`src/rtl/decode_lift_rp.sv`:
```
// Post-decoder lifting stage: streams P unsigned radix-decoded coefficients out of the
// decoder BRAM and writes their centred two's-complement representatives to the polynomial RAM.
module decode_lift_rp #(
   parameter int P        = 761,
   parameter int Q        = 4591,
   parameter int D_SIZE   = 13,
   parameter int DEPTH    = 10,
   parameter int OUT_SIZE = 14
) (
   input  logic                clk,
   input  logic                rst,
   input  logic                start,
   input  logic                mode,
   output logic                busy,
   output logic                done,
   output logic                err,
   output logic [DEPTH-1:0]    cd_rd_addr,
   input  logic [D_SIZE-1:0]   cd_rd_data,
   output logic [DEPTH-1:0]    poly_wr_addr,
   output logic [OUT_SIZE-1:0] poly_wr_data,
   output logic                poly_wr_en
);

   localparam int EW = D_SIZE + 2;
   localparam logic [EW-1:0]    HALF  = EW'((Q - 1) / 2);
   localparam logic [EW-1:0]    THIRD = EW'((Q - 1) / 3);
   localparam logic [EW-1:0]    QV    = EW'(Q);
   localparam logic [DEPTH-1:0] LAST  = DEPTH'(P - 1);

   typedef enum logic [1:0] {IDLE, RUN, DRAIN, DONE} state_t;

   state_t                state_q;
   logic                  mode_q;
   logic [DEPTH-1:0]      addr_q;
   logic                  drain_q;
   logic                  dValid_q;
   logic [DEPTH-1:0]      dAddr_q;
   logic                  wrEn_q;
   logic [DEPTH-1:0]      wrAddr_q;
   logic [OUT_SIZE-1:0]   wrData_q;
   logic                  viol_q;
   logic                  busy_q;
   logic                  done_q;
   logic                  err_q;

   logic [EW-1:0]         rExt;
   logic [EW-1:0]         vVal;
   logic [OUT_SIZE-1:0]   liftVal_d;
   logic                  viol_d;

   // Lift the word returned by the BRAM; 3r is formed as r + 2r to avoid a multiplier.
   always_comb begin
      rExt      = EW'(cd_rd_data);
      vVal      = mode_q ? (rExt + (rExt << 1)) : rExt;
      liftVal_d = OUT_SIZE'(vVal - HALF);
      viol_d    = mode_q ? (rExt > THIRD) : (rExt >= QV);
   end

   always_ff @(posedge clk) begin
      if (rst) begin
         state_q  <= IDLE;
         mode_q   <= 1'b0;
         addr_q   <= '0;
         drain_q  <= 1'b0;
         dValid_q <= 1'b0;
         dAddr_q  <= '0;
         wrEn_q   <= 1'b0;
         wrAddr_q <= '0;
         wrData_q <= '0;
         viol_q   <= 1'b0;
         busy_q   <= 1'b0;
         done_q   <= 1'b0;
         err_q    <= 1'b0;
      end else begin
         // Two-stage pipeline: address issued, data returned, then registered write.
         dValid_q <= (state_q == RUN);
         dAddr_q  <= addr_q;
         wrEn_q   <= dValid_q;
         wrAddr_q <= dAddr_q;
         wrData_q <= liftVal_d;
         viol_q   <= dValid_q & viol_d;

         if (state_q == IDLE && start) begin
            err_q <= 1'b0;
         end else if (wrEn_q && viol_q) begin
            err_q <= 1'b1;
         end

         case (state_q)
            IDLE: begin
               done_q <= 1'b0;
               if (start) begin
                  mode_q  <= mode;
                  addr_q  <= '0;
                  busy_q  <= 1'b1;
                  state_q <= RUN;
               end
            end
            RUN: begin
               if (addr_q == LAST) begin
                  addr_q  <= '0;
                  drain_q <= 1'b0;
                  state_q <= DRAIN;
               end else begin
                  addr_q <= addr_q + 1'b1;
               end
            end
            DRAIN: begin
               // One cycle for BRAM latency, one for the output register.
               if (drain_q) begin
                  done_q  <= 1'b1;
                  state_q <= DONE;
               end else begin
                  drain_q <= 1'b1;
               end
            end
            DONE: begin
               done_q  <= 1'b0;
               busy_q  <= 1'b0;
               state_q <= IDLE;
            end
            default: state_q <= IDLE;
         endcase
      end
   end

   assign busy         = busy_q;
   assign done         = done_q;
   assign err          = err_q;
   assign cd_rd_addr   = addr_q;
   assign poly_wr_addr = wrAddr_q;
   assign poly_wr_data = wrData_q;
   assign poly_wr_en   = wrEn_q;

endmodule

```
`config.mk`:
```
export PLATFORM = sky130hd
export DESIGN_NAME = decode_lift_rp
export DESIGN_NICKNAME = d
export VERILOG_FILES = /design/src/rtl/decode_lift_rp.sv
export SDC_FILE = /design/constraint.sdc
export NUM_CORES = 1
export LEC_CHECK = 0
export ABC_AREA = 1
export BUFFER_PORTS_ARGS = -buffer_cell sky130_fd_sc_hd__buf_2
export CAP_MARGIN = 20
export CORE_MARGIN = 4
export CORE_UTILIZATION = 55
export DETAILED_ROUTE_END_ITERATION = 6
export GPL_TIMING_DRIVEN = 0
export PLACE_DENSITY = 0.81
export RECOVER_POWER = 25
export SLEW_MARGIN = 30
export SYNTH_ARGS = -nofsm -noshare
export SYNTH_HDL_FRONTEND = slang
export SYNTH_SLANG_ARGS = --single-unit
```
`constraint.sdc`:
```
create_clock -name clk -period 4 [get_ports clk]
set_clock_uncertainty 0.15 [all_clocks]
set_input_delay 1 -clock clk [delete_from_list [all_inputs] [get_ports clk]]
set_output_delay 1 -clock clk [all_outputs]
set_load 0.01 [all_outputs]
```
==> reports/results.ini <==
[final_layout]
layout-drive-gt1-share_pct=17.6
nets=566
syn2layout_area_growth_pct=13.1
nFillCells=536
antenna_cells=0
utilization_pct=65.9

[worst_setup_path]
crit_arrival_ps=3110
slowest_stage=fa_1
worst-setup-path-type=in2reg
crit_top_cell=nand2_1
worst_setup_path_start_kind=input port
crit_fanout=6
crit_chain=buf_2 > ha_1 > inv_1 > fa_1 > inv_1 > nand2_2 > nand2_4 > nand2_1 > nand2_1 > nand3_1 > nand2_1 > inv_2 > nor2_2 > nand2_1 > inv_1 > nand2_1 > nand3_1 > nand3_1 > nand2_1 > nor2_1
crit_path_end_kind=flop
critPathRequiredTime_ps=4060
slowest_delay_ps=380

[clocking]
htree_levels=2
clk_latency_ps=320
cts_buffers=5
clk_path_buf_depth=2
post-cts-setup-buffers=0
clk_pin_slew_worst_paths_ps=100
cts-root-buf=clkbuf_8
cts.sinks=54
post_cts_resized=0
cts_tree=yes
ctsHoldBuffers=0

[yosys]
synthXorXnorAreaFrac_pct=0.533
synth-simple-area-share_pct=33.9
synth_compound_area_share_pct=9.82
syn_area_per_cell_um2=7.24
syn_nets=505
yosys.area_share.adder_pct=13.2
async_reset_ff_share_pct=0
synth_mux_area_share_pct=0
seq_area_frac_synth_pct=32.9
synth_top_cell_area_share_pct=32.9
yosysWarnings=0
synth-seq-cells=54
synth_cell_types=38
synth-edff-count=0
synth_cells=454
synth.area.top_cells=dfxtp_1 (33%), ha_1 (13%), nand2_1 (11%)
synth.largest_area_cell=dfxtp_1
syn_area_mm2=0.00329
ys.flop_type=dfxtp_1
synth_top_family_by_area=simple AND/OR/NAND/NOR gates

[route]
via_per_inst=5.09
drc=0
postRouteAntennaNets=0
dr_total_vias=2991
first_pass_iters=5
initialDrtViolationCount=152
routed_wl_um=7160
post_drt_wl_per_cell_um=12.2

[grt]
first_global_vias=2741
antenna_found_initial=0
grt_use_total_pct=20.2
grt_pass1_wl_um=12000
gr-total-overflow=0
grt_max_degree=18

[power]
ir_drop_mv=0.345
p_total_mw=1.50
power_density_mw_per_mm2=405
cellLeakagePower_nw=1.80

[die]
die_area_mm2=0.00728
rows=27
ios=55
fp.dieW_um=85.3
initial_core_util_pct=58.3
die_h_um=85.3
core_mm2=0.00564

[placement]
gp_congestion=0.939
port_buffers=54
dp_worst_setup_slack_ps=666
dp_hpwl_um=5700

[sta]
fin_setup_tns_ps=0
slew_headroom_pct=63.0
min_period_ps=3050
max_freq_ghz=0.328
setup_ws_ps=954
slew_violations=0
finalHoldViolCount=0
rsz0062_at_grt=no
setup_viol=0
timing.final.crit_share_pct=76.1
worstMarginPinSlew_ps=550

[outcome]
outcome=completed

[hold_path]
hold_class=reg2reg

[job]
maxCapViolations=0

power breakdown:
part / total [mW] / internal [mW] / switching (mW)
registers: 0.617 / 0.591 / 0.0261
clock network: 0.321 / 0.143 / 0.178
logic: 0.567 / 0.195 / 0.372
sequential cells by signal (all words and copies together) (netlist names):
| signal | cells |
|---|---|
| viol_q | 1 |
| drain_q | 1 |
| mode_q | 1 |
| cd_rd_addr | 10 |
| done | 1 |
| state_q | 2 |
| busy | 1 |
| poly_wr_en | 1 |
| dAddr_q | 10 |
| dValid_q | 1 |
| err | 1 |
| poly_wr_data | 14 |
| poly_wr_addr | 10 |
per-layer routing:
metal	share of wire (%)	vias to the layer above	wire length, um	GRT usage, %
li1	-	1568	-	-
met5	0	-	0	0
met4	2.3	0	163	8.78
met1	47	1333	3400	27.2
met3	5.7	14	405	3.69
met2	45	76	3200	31.4
critical path: cells and delay by family:
family | cells | cell delay (ps)
and+or+nand+nor | 13 | 1040
adders and majority gates | 2 | 600
buffers and inverters | 5 | 470
metrics by stage:
step | cells | hold WS (ps) | area, um2
detailed placement | 580 | 246 | 3650
CTS | 588 | 260 | 3750
floorplan | 454 | 238 | 3290
global route | 588 | 261 | 3720
global placement | 580 | 240 | 3650
finish | 588 | 257 | 3720
area by class of cell:
class,instances,area (um2),share of cell area [%]
buffer,6,33.8,0.909
clock buffer,6,82.6,2.22
clock inverter,2,16.3,0.438
inverter,76,285,7.67
multi-input combinational,318,1880,50.6
sequential,54,1080,29.1
tap,72,90.1,2.42
timing repair buffer,54,248,6.66
path summary, 6_finish.rpt:
check / startpoint / to / slack (ps) / depth (start not counted)
worst min-delay path: dAddr_q[6]$_SDFF_PP0_ / poly_wr_addr[6]$_SDFF_PP0_ / 260 / 2
worst max register to register: cd_rd_addr[0]$_SDFFE_PP0P_ / cd_rd_addr[4]$_SDFFE_PP0P_ / 1760 / 9
worst min register to register: dAddr_q[6]$_SDFF_PP0_ / poly_wr_addr[6]$_SDFF_PP0_ / 260 / 2
worst max-delay path: cd_rd_data[0] / poly_wr_data[12]$_SDFF_PP0_ / 950 / 20
cells in the final DEF, fill, tap and decap left out, types with 4 or more instances in the layout:
cell / netlist / routed
nand2_2: 11 / 11
clkbuf_1: 2 / 20
nor2_1: 45 / 45
dfxtp_1: 54 / 54
clkbuf_8: 0 / 6
buf_2: 0 / 36
inv_1: 69 / 69
o21ai_0: 14 / 14
nand2_1: 92 / 92
nor2_2: 4 / 4
nand3_2: 5 / 5
nand3_1: 34 / 34
a21oi_1: 24 / 24
nand4_1: 7 / 7
ha_1: 33 / 33
inv_2: 6 / 6
nand2_4: 7 / 7
nor3_1: 10 / 10
logic make-up after synthesis:
group,Yosys count
xor+xnor,2
fa+ha+maj,34
flops,54
buf+inv,82
simple gates,227
compound gates,55
Yosys cell counts, types with 2 or more instances:
cell type and number:
nor3_1 10, nand2_4 7, a211oi_1 2, nor2_2 4, nand3_2 5, inv_1 69, dfxtp_1 54, nor2_1 45
o21bai_1 2, o21ai_1 3, nand2_2 11, a21oi_1 24, o21ai_0 14, buf_1 2, nand3_1 34, o21ai_2 3
clkbuf_1 2, or2_2 3, xor2_1 2, nand2_1 92, nand4_1 7, nor3b_1 3, nor2_4 2, ha_1 33
inv_2 6, a31oi_1 3
Note: power is estimated with default switching activity, not from simulation.
